[src/rtl/nes_controller_responder.sv]
// nes_controller_responder
//   Pad-side emulation of the 4021 shift register in a stock NES controller.
//   The host's latch and clock pins are synchronized into the clk domain.
//   While latch is high, the button states are parallel-loaded. After latch
//   drops, one bit is shifted out on each host clock rising edge.
//
// Ports
//   clk         system clock, rising edge
//   reset_n     synchronous active-low reset
//   buttons     [7:0] 1 = pressed; [0]=A [1]=B [2]=Sel [3]=Start [4]=Up
//               [5]=Down [6]=Left [7]=Right
//   nes_latch   host latch pin (async to clk), active high
//   nes_clk     host pulse pin (async to clk), shifts on its rising edge
//   nes_data    serial data, 0 = pressed, registered
//   bit_count   [3:0] shifts completed since the last load, saturates at 8
//   frame_done  one-clk pulse on the eighth shift
//
// SYNC_STAGES must be 2..4. The host must hold each pin level for at least
// SYNC_STAGES+1 clk cycles, otherwise pulses may be lost.
module nes_controller_responder #(
  parameter int SYNC_STAGES = 2
) (
  input  logic       clk,
  input  logic       reset_n,
  input  logic [7:0] buttons,
  input  logic       nes_latch,
  input  logic       nes_clk,
  output logic       nes_data,
  output logic [3:0] bit_count,
  output logic       frame_done
);

  typedef enum logic [1:0] {IDLE, LOAD, SHIFT, EMPTY} state_t;

  state_t state, state_n;

  logic [SYNC_STAGES-1:0] latch_sync, pclk_sync;
  logic                   latch_s, pclk_s, pclk_q, pclk_rise;

  logic [7:0] sreg, sreg_n;
  logic [3:0] cnt_n;
  logic       data_n, done_n;

  assign latch_s   = latch_sync[SYNC_STAGES-1];
  assign pclk_s    = pclk_sync[SYNC_STAGES-1];
  assign pclk_rise = pclk_s & ~pclk_q;

  always_ff @(posedge clk) begin
    if (!reset_n) begin
      latch_sync <= '0;
      pclk_sync  <= '0;
      pclk_q     <= 1'b0;
      state      <= IDLE;
      sreg       <= 8'hFF;
      bit_count  <= 4'd0;
      nes_data   <= 1'b1;
      frame_done <= 1'b0;
    end else begin
      latch_sync <= {latch_sync[SYNC_STAGES-2:0], nes_latch};
      pclk_sync  <= {pclk_sync[SYNC_STAGES-2:0], nes_clk};
      pclk_q     <= pclk_s;
      state      <= state_n;
      sreg       <= sreg_n;
      bit_count  <= cnt_n;
      nes_data   <= data_n;
      frame_done <= done_n;
    end
  end

  always_comb begin
    state_n = state;
    sreg_n  = sreg;
    cnt_n   = bit_count;
    data_n  = nes_data;
    done_n  = 1'b0;
    // A synchronized latch always wins, even over a simultaneous clock edge.
    // The load is repeated every cycle, so the last latched cycle decides.
    if (latch_s) begin
      state_n = LOAD;
      sreg_n  = ~buttons;
      cnt_n   = 4'd0;
      data_n  = ~buttons[0];
    end else begin
      unique case (state)
        IDLE:  ;
        LOAD:  state_n = SHIFT;
        SHIFT: if (pclk_rise) begin
          // Zeros are shifted in, so the line reads 0 (pressed) after the
          // eighth bit. This matches a stock pad.
          sreg_n = {1'b0, sreg[7:1]};
          cnt_n  = 4'(bit_count + 4'd1);
          data_n = sreg[1];
          if (bit_count == 4'd7) begin
            state_n = EMPTY;
            done_n  = 1'b1;
          end
        end
        EMPTY: if (pclk_rise) data_n = 1'b0;
        default: state_n = IDLE;
      endcase
    end
  end

endmodule

[config.mk]
export PLATFORM = sky130hd
export DESIGN_NAME = nes_controller_responder
export DESIGN_NICKNAME = d
export VERILOG_FILES = /design/src/rtl/nes_controller_responder.sv
export SDC_FILE = /design/constraint.sdc
export NUM_CORES = 1
export LEC_CHECK = 0
export CAP_MARGIN = 20
export CORE_AREA = 2 2 46 48
export CTS_BUF_LIST = sky130_fd_sc_hd__clkbuf_8
export DETAILED_ROUTE_END_ITERATION = 8
export DIE_AREA = 0 0 48 50
export HOLD_SLACK_MARGIN = 0.03
export PLACE_DENSITY = 0.79
export SYNTH_ARGS = -nofsm -noshare
export SYNTH_HDL_FRONTEND = slang
export SYNTH_SLANG_ARGS = --single-unit
[constraint.sdc]
create_clock -name clk -period 1.3 [get_ports clk]
set_clock_uncertainty 0.15 [all_clocks]
set_input_delay 0.39 -clock clk [delete_from_list [all_inputs] [get_ports clk]]
set_output_delay 0.39 -clock clk [all_outputs]
set_load 0.01 [all_outputs]
==> impl_metrics.env, run 1 <==
export IMPL_async_flop_share_pct=0
export IMPL_p_sw_uw=237.4
export IMPL_pwr_share_seq_pct=56.5
export IMPL_p_clk_share_pct=34.4
export IMPL_numPortBuffers=17
export IMPL_seq_area_frac_synth_pct=47.55
export IMPL_critPathCaptureType="register"
export IMPL_yosys_most_used_dff="dfxtp_1"
export IMPL_yosysTopAreaCellShare_pct=47.55
export IMPL_grt_usage_pct=19.38
export IMPL_ys_types=28
export IMPL_setup_ws_ps=-125.8
export IMPL_ctsLongestPathBuffers=2
export IMPL_row_count=16
export IMPL_layout_min_cycle_time_ps=1426
export IMPL_worstReg2RegEnd="bit_count[3]$_SDFFE_PP0P_"
export IMPL_io_pins=18
export IMPL_fin_crit_sh_pct=109.7
export IMPL_synth_area_leaders="dfxtp_1 48%, and2_1 5.9%, a221oi_1 4.2%"
export IMPL_die_y_microns=50
export IMPL_setup_tns_ps=-537.6
export IMPL_overflow=0
export IMPL_grt_pass1_wl_microns=3284
export IMPL_clock_sinks=20
export IMPL_fp_coreArea_sq_um=1902
export IMPL_crit_fanout=4
export IMPL_fp_dieArea_sq_um=2400
export IMPL_rr_startpoint="state[0]$_SDFFE_PN0P_"
export IMPL_grt_max_degree=15
export IMPL_intPower_uw=900.3
export IMPL_max_slew_margin_rel_pct=69.12
export IMPL_grt_pass1_vias=727
export IMPL_hold_start="latch_sync[0]$_SDFF_PN0_"
export IMPL_ys_warn_count=0
export IMPL_rsz0062_at_grt="true"
export IMPL_syn_area_sq_um=842.1
export IMPL_crit_arrival_ps=1460
export IMPL_dp_hpwl_microns=1231
export IMPL_fp_dieW_microns=48
export IMPL_vias_per_cell=5.061
export IMPL_wl_per_cell_microns=14.74
export IMPL_start_util_pct=44.28
export IMPL_hold_viol_final=0
export IMPL_vias=749
export IMPL_route_detailed_drc=0
export IMPL_worstSkewPairLatency_ps=250
export IMPL_drt_wl_total_microns=2182
export IMPL_tightest_slew_ps=462.2
export IMPL_min_path_type="register to register"
export IMPL_nets=136
export IMPL_path_clk_slew_ps=70
export IMPL_areaGrowthSynthToFinish_pct=63.15
export IMPL_peakVddDrop_mv=0.7164
export IMPL_finalSetupViolations=10
export IMPL_drive_gt1_share_pct=50.41
export IMPL_ff2ff_path_depth=4
export IMPL_syn_nets=95
export IMPL_cts_buffers=3
export IMPL_max_freq_mhz=701.4
export IMPL_critPathRequiredTime_ps=1340
export IMPL_instances_no_fill=148
export IMPL_p_per_area_nw_per_um2=828.1
export IMPL_place_inst=143
export IMPL_place_gp_congestion=0.7330
export IMPL_ys_seq_elements=20
export IMPL_first_iter_violations=17
export IMPL_worstSetupStartpointType="register"
export IMPL_synth_edf_count=0
export IMPL_synthCells=82
export IMPL_drv_cap=0
export IMPL_final_core_util_pct=72.24
export IMPL_combPwrFrac_pct=9.2
export IMPL_slew_violations=0
export IMPL_yosys_area_top_type="dfxtp_1"
export IMPL_swShare_pct=20.87
export IMPL_pre_cts_slack_ps=-550.2
export IMPL_root_buffer="clkbuf_8"
export IMPL_ys_top_cells_by_count="20 x dfxtp_1, 8 x and2_1, 5 x a21oi_1"
export IMPL_leakagePower_uw=0.0005102
export IMPL_htree_levels=1
export IMPL_violations="setup timing"
export IMPL_yosys_cell_count_top_type="dfxtp_1"
export IMPL_path_class="register to register"
export IMPL_run_status="finished with violations"
export IMPL_holdPathEnd="latch_sync[1]$_SDFF_PN0_"
export IMPL_syn_area_per_cell_sq_um=10.27
export IMPL_reg2reg_slack_ps=-130
export IMPL_cts_tree="done"
export IMPL_num_antenna_cells=0
export IMPL_postRouteAntennaNets=0
export IMPL_n_fill_cell=130
export IMPL_dr_pass1_iters=3
export IMPL_antenna_found_initial=0
export IMPL_hold_depth=1
power groups by stage:
stage / Clock [uW] / Combinational (uW) / Sequential (uW)
finish: 391 / 104 / 642
global route: 435 / 112 / 644
CTS: 397 / 95.7 / 642
detailed placement: 0 / 92.7 / 653
global placement: 0 / 91.7 / 652
floorplan: 0 / 40.6 / 648
cell usage in the layout (no fill, tap or decap), types with 2 or more instances in the layout:
cell and instances:
clkbuf_8 3, and2_1 7, clkdlybuf4s50_1 10, a221oi_2 3
buf_4 18, a221oi_1 3, nor3b_1 4, dfxtp_2 5
buf_2 5, a21oi_1 3, dfxtp_4 2, nand2_1 2
dfxtp_1 13, buf_6 8, a21oi_2 2, nor4b_4 5
or3_1 2, nor2_1 4, o21ai_1 3
worst max-delay path by stage:
stage,start,end,slack (ps)
2_1_floorplan,state[0]$_SDFFE_PN0P_,sreg[2]$_SDFFE_PN1P_,-5
3_3_place_gp,reset_n,sreg[1]$_SDFFE_PN1P_,-540
3_5_place_dp,reset_n,sreg[1]$_SDFFE_PN1P_,-550
4_1_cts,pclk_q$_SDFF_PN0_,bit_count[3]$_SDFFE_PP0P_,-70
5_1_grt,state[0]$_SDFFE_PN0P_,bit_count[3]$_SDFFE_PP0P_,-180
6_report,state[0]$_SDFFE_PN0P_,bit_count[3]$_SDFFE_PP0P_,-130
worst max-delay path, stage by stage (launching register included):
cell	delay, ps
dfxtp_2	330
nand4bb_4	240
buf_6	140
or3_4	370
a21oi_2	130
stage by stage:
step                      power [uW]  instance area, sq um  hold WS, ps
after global routing            1190                  1374        306.2
after floorplan                688.4                 848.3        261.9
after CTS                       1135                  1315        289.3
final                           1138                  1374        285.8
after detailed placement       745.4                  1189        273.3
after global placement         743.7                  1189        266.6
layout make-up:
cell class	instances	area, sq um	area share [%]
sequential	20	414.1	30.15
inverter	1	3.754	0.2732
timing repair buffer	43	366.6	26.68
clock buffer	3	41.29	3.005
multi-input combinational	54	514.2	37.43
tap	27	33.78	2.459
layer usage:
metal / part of all wire [%] / vias up / global-route usage, %
met4: 1.1 / 0 / 6.757
met3: 3.0 / 4 / 3.297
li1: - / 383 / -
met2: 49 / 16 / 32.44
met5: 0 / - / 0
met1: 46 / 346 / 23.87
sequential cells by signal (all words and copies together), names as in the netlist:
register	count
frame_done	1
nes_data	1
pclk_sync	2
latch_sync	2
pclk_q	1
state	2
sreg	7
bit_count	4
cells by family after synthesis:
logic type	after synthesis	synth area share, %
adder cells (fa/ha/maj)	1	1.486
flip-flops	20	47.55
AND/OR/NAND/NOR	36	30.76
XOR/XNOR	1	1.040
buffers and inverters	8	5.051
AO/OA/AOI/OAI	16	14.11
what timing repair did:
| action | 4_1_cts | 5_1_grt |
|---|---|---|
| gates resized for setup | 46 | 15 |
| endpoints found under the setup margin | 26 | 14 |
| hold buffers | 0 | 0 |
| setup buffers | 3 | 0 |
| gates cloned | 0 | 0 |
| pin swaps | 7 | 7 |
Note: power is estimated with default switching activity, not from simulation.
==> inputs of run 2 (changes only) <==
Settings changed: SKIP_CTS_REPAIR_TIMING set to 1.
==> run 2 against run 1 <==
Compared with the run above: the flow still finishes with violations (setup timing); power decreased by 0.51%; flip-flop and latch count did not move; first-iteration DRC count shrank 71%; hold slack worse by 1.6 ps; clock power shrank 2%; routed wire length is 6.0% lower; maximum frequency is 2.6% higher; sequential power hardly changed; via count is the same; clock-buffer cell count unchanged; highest routed layer unchanged; critical endpoint unchanged; setup slack improved by 37 ps; die area stayed put; critical path type unchanged.
==> impl_metrics.env, run 2 (synthesis results as in run 1) <==
export IMPL_run_status="finished with violations"
export IMPL_violations="setup timing"
export IMPL_route_detailed_drc=0
export IMPL_finalSetupViolations=8
export IMPL_antenna_found_initial=0
export IMPL_dr_pass1_iters=4
export IMPL_place_inst=143
export IMPL_worstSetupStartpointType="register"
export IMPL_cts_buffers=3
export IMPL_clock_sinks=20
export IMPL_cts_tree="done"
export IMPL_path_clk_slew_ps=70
export IMPL_instances_no_fill=148
export IMPL_fp_coreArea_sq_um=1902
export IMPL_setup_ws_ps=-89.14
export IMPL_rsz0062_at_grt="true"
export IMPL_hold_start="latch_sync[0]$_SDFF_PN0_"
export IMPL_worstSkewPairLatency_ps=250
export IMPL_startpoint="state[0]$_SDFFE_PN0P_"
export IMPL_min_path_type="register to register"
export IMPL_row_count=16
export IMPL_place_gp_congestion=0.7330
export IMPL_root_buffer="clkbuf_8"
export IMPL_p_per_area_nw_per_um2=820.9
export IMPL_tightest_slew_ps=458.5
export IMPL_grt_max_degree=15
export IMPL_largest_reg_flops=7
export IMPL_rr_startpoint="state[0]$_SDFFE_PN0P_"
export IMPL_overflow=0
export IMPL_layout_min_cycle_time_ps=1389
export IMPL_max_freq_mhz=719.9
export IMPL_final_area_sq_um=1379
export IMPL_io_pins=18
export IMPL_total_power_uw=1132
export IMPL_grt_pass1_wl_microns=2794
export IMPL_num_antenna_cells=0
export IMPL_critPathCaptureType="register"
export IMPL_drt_wl_total_microns=2051
export IMPL_ctsLongestPathBuffers=2
export IMPL_final_cell_mix="20 x buf_4, 12 x dfxtp_1, 10 x clkdlybuf4s50_1"
export IMPL_crit_fanout=4
export IMPL_slew_violations=0
export IMPL_hold_slack_ps=284.2
export IMPL_die_y_microns=50
export IMPL_first_iter_violations=5
export IMPL_wl_per_cell_microns=13.86
export IMPL_postRouteAntennaNets=0
export IMPL_grt_usage_pct=16.21
export IMPL_dp_hpwl_microns=1231
export IMPL_crit_arrival_ps=1420
export IMPL_leakagePower_uw=0.0005344
export IMPL_final_core_util_pct=72.50
export IMPL_vias_per_cell=5.061
export IMPL_largest_register="sreg"
export IMPL_nets=136
export IMPL_fp_dieArea_sq_um=2400
export IMPL_htree_levels=1
export IMPL_areaGrowthSynthToFinish_pct=63.74
export IMPL_layout_commonest_cell="buf_4"
export IMPL_numPortBuffers=17
export IMPL_max_slew_margin_rel_pct=69.37
export IMPL_fp_dieW_microns=48
export IMPL_path_class="register to register"
export IMPL_start_util_pct=44.28
export IMPL_drv_cap=0
export IMPL_place_area_sq_um=1189
export IMPL_hold_viol_final=0
export IMPL_vias=749
export IMPL_peakVddDrop_mv=0.7121
export IMPL_drive_gt1_share_pct=51.24
export IMPL_grt_pass1_vias=679
export IMPL_critPathRequiredTime_ps=1330
export IMPL_fin_crit_sh_pct=106.9
export IMPL_top_regs="sreg: 7 flops, bit_count: 4 flops"
[run 2: critical path, cell delays in order (launching register included)]
cell	delay (ps)
dfxtp_2	330
nand4bb_4	240
buf_6	140
or3_1	330
a21oi_1	110
[run 2: per-stage QoR]
| step | setup slack [ps] | setup TNS [ps] |
|---|---|---|
| floorplan | -5.325 | -5.325 |
| global placement | -540.0 | -8740 |
| detailed placement | -550.2 | -8577 |
| CTS | -371.1 | -5245 |
| global route | -161.4 | -1119 |
| finish | -89.14 | -412.7 |
[run 2: layout make-up]
class | instances | area (sq um)
sequential | 20 | 412.9
clock buffer | 3 | 41.29
fill | 134 | 523.0
inverter | 1 | 3.754
tap | 27 | 33.78
multi-input combinational | 54 | 519.2
timing repair buffer | 43 | 367.9
[run 2: per-layer routing]
layer	vias up	share of wire [%]	GRT usage, %
met5	-	0	0
met4	0	1.2	6.757
met3	4	4.4	3.663
met2	21	52	25.56
met1	343	42	20.45
li1	381	-	-
[run 2: power by group]
group | internal (uW) | switching [uW] | leakage, uW
Combinational | 69.7 | 34.9 | 0.000346
Clock | 206 | 178 | 0.0000216
Sequential | 627 | 16.3 | 0.000167
Total | 903 | 229 | 0.000534
[run 2: worst paths after layout]
path,to,slack [ps],depth (start not counted)
setup reg to reg,bit_count[3]$_SDFFE_PP0P_,-90,4
setup / recovery,bit_count[3]$_SDFFE_PP0P_,-90,4
hold / removal,latch_sync[1]$_SDFF_PN0_,280,1
hold reg to reg,latch_sync[1]$_SDFF_PN0_,280,1
==> inputs of run 3 (changes only) <==
Settings changed: SLEW_MARGIN set to 10.
==> results of run 3 <==
Same layout as run 2: the final DEF is identical, and so are final timing and power.
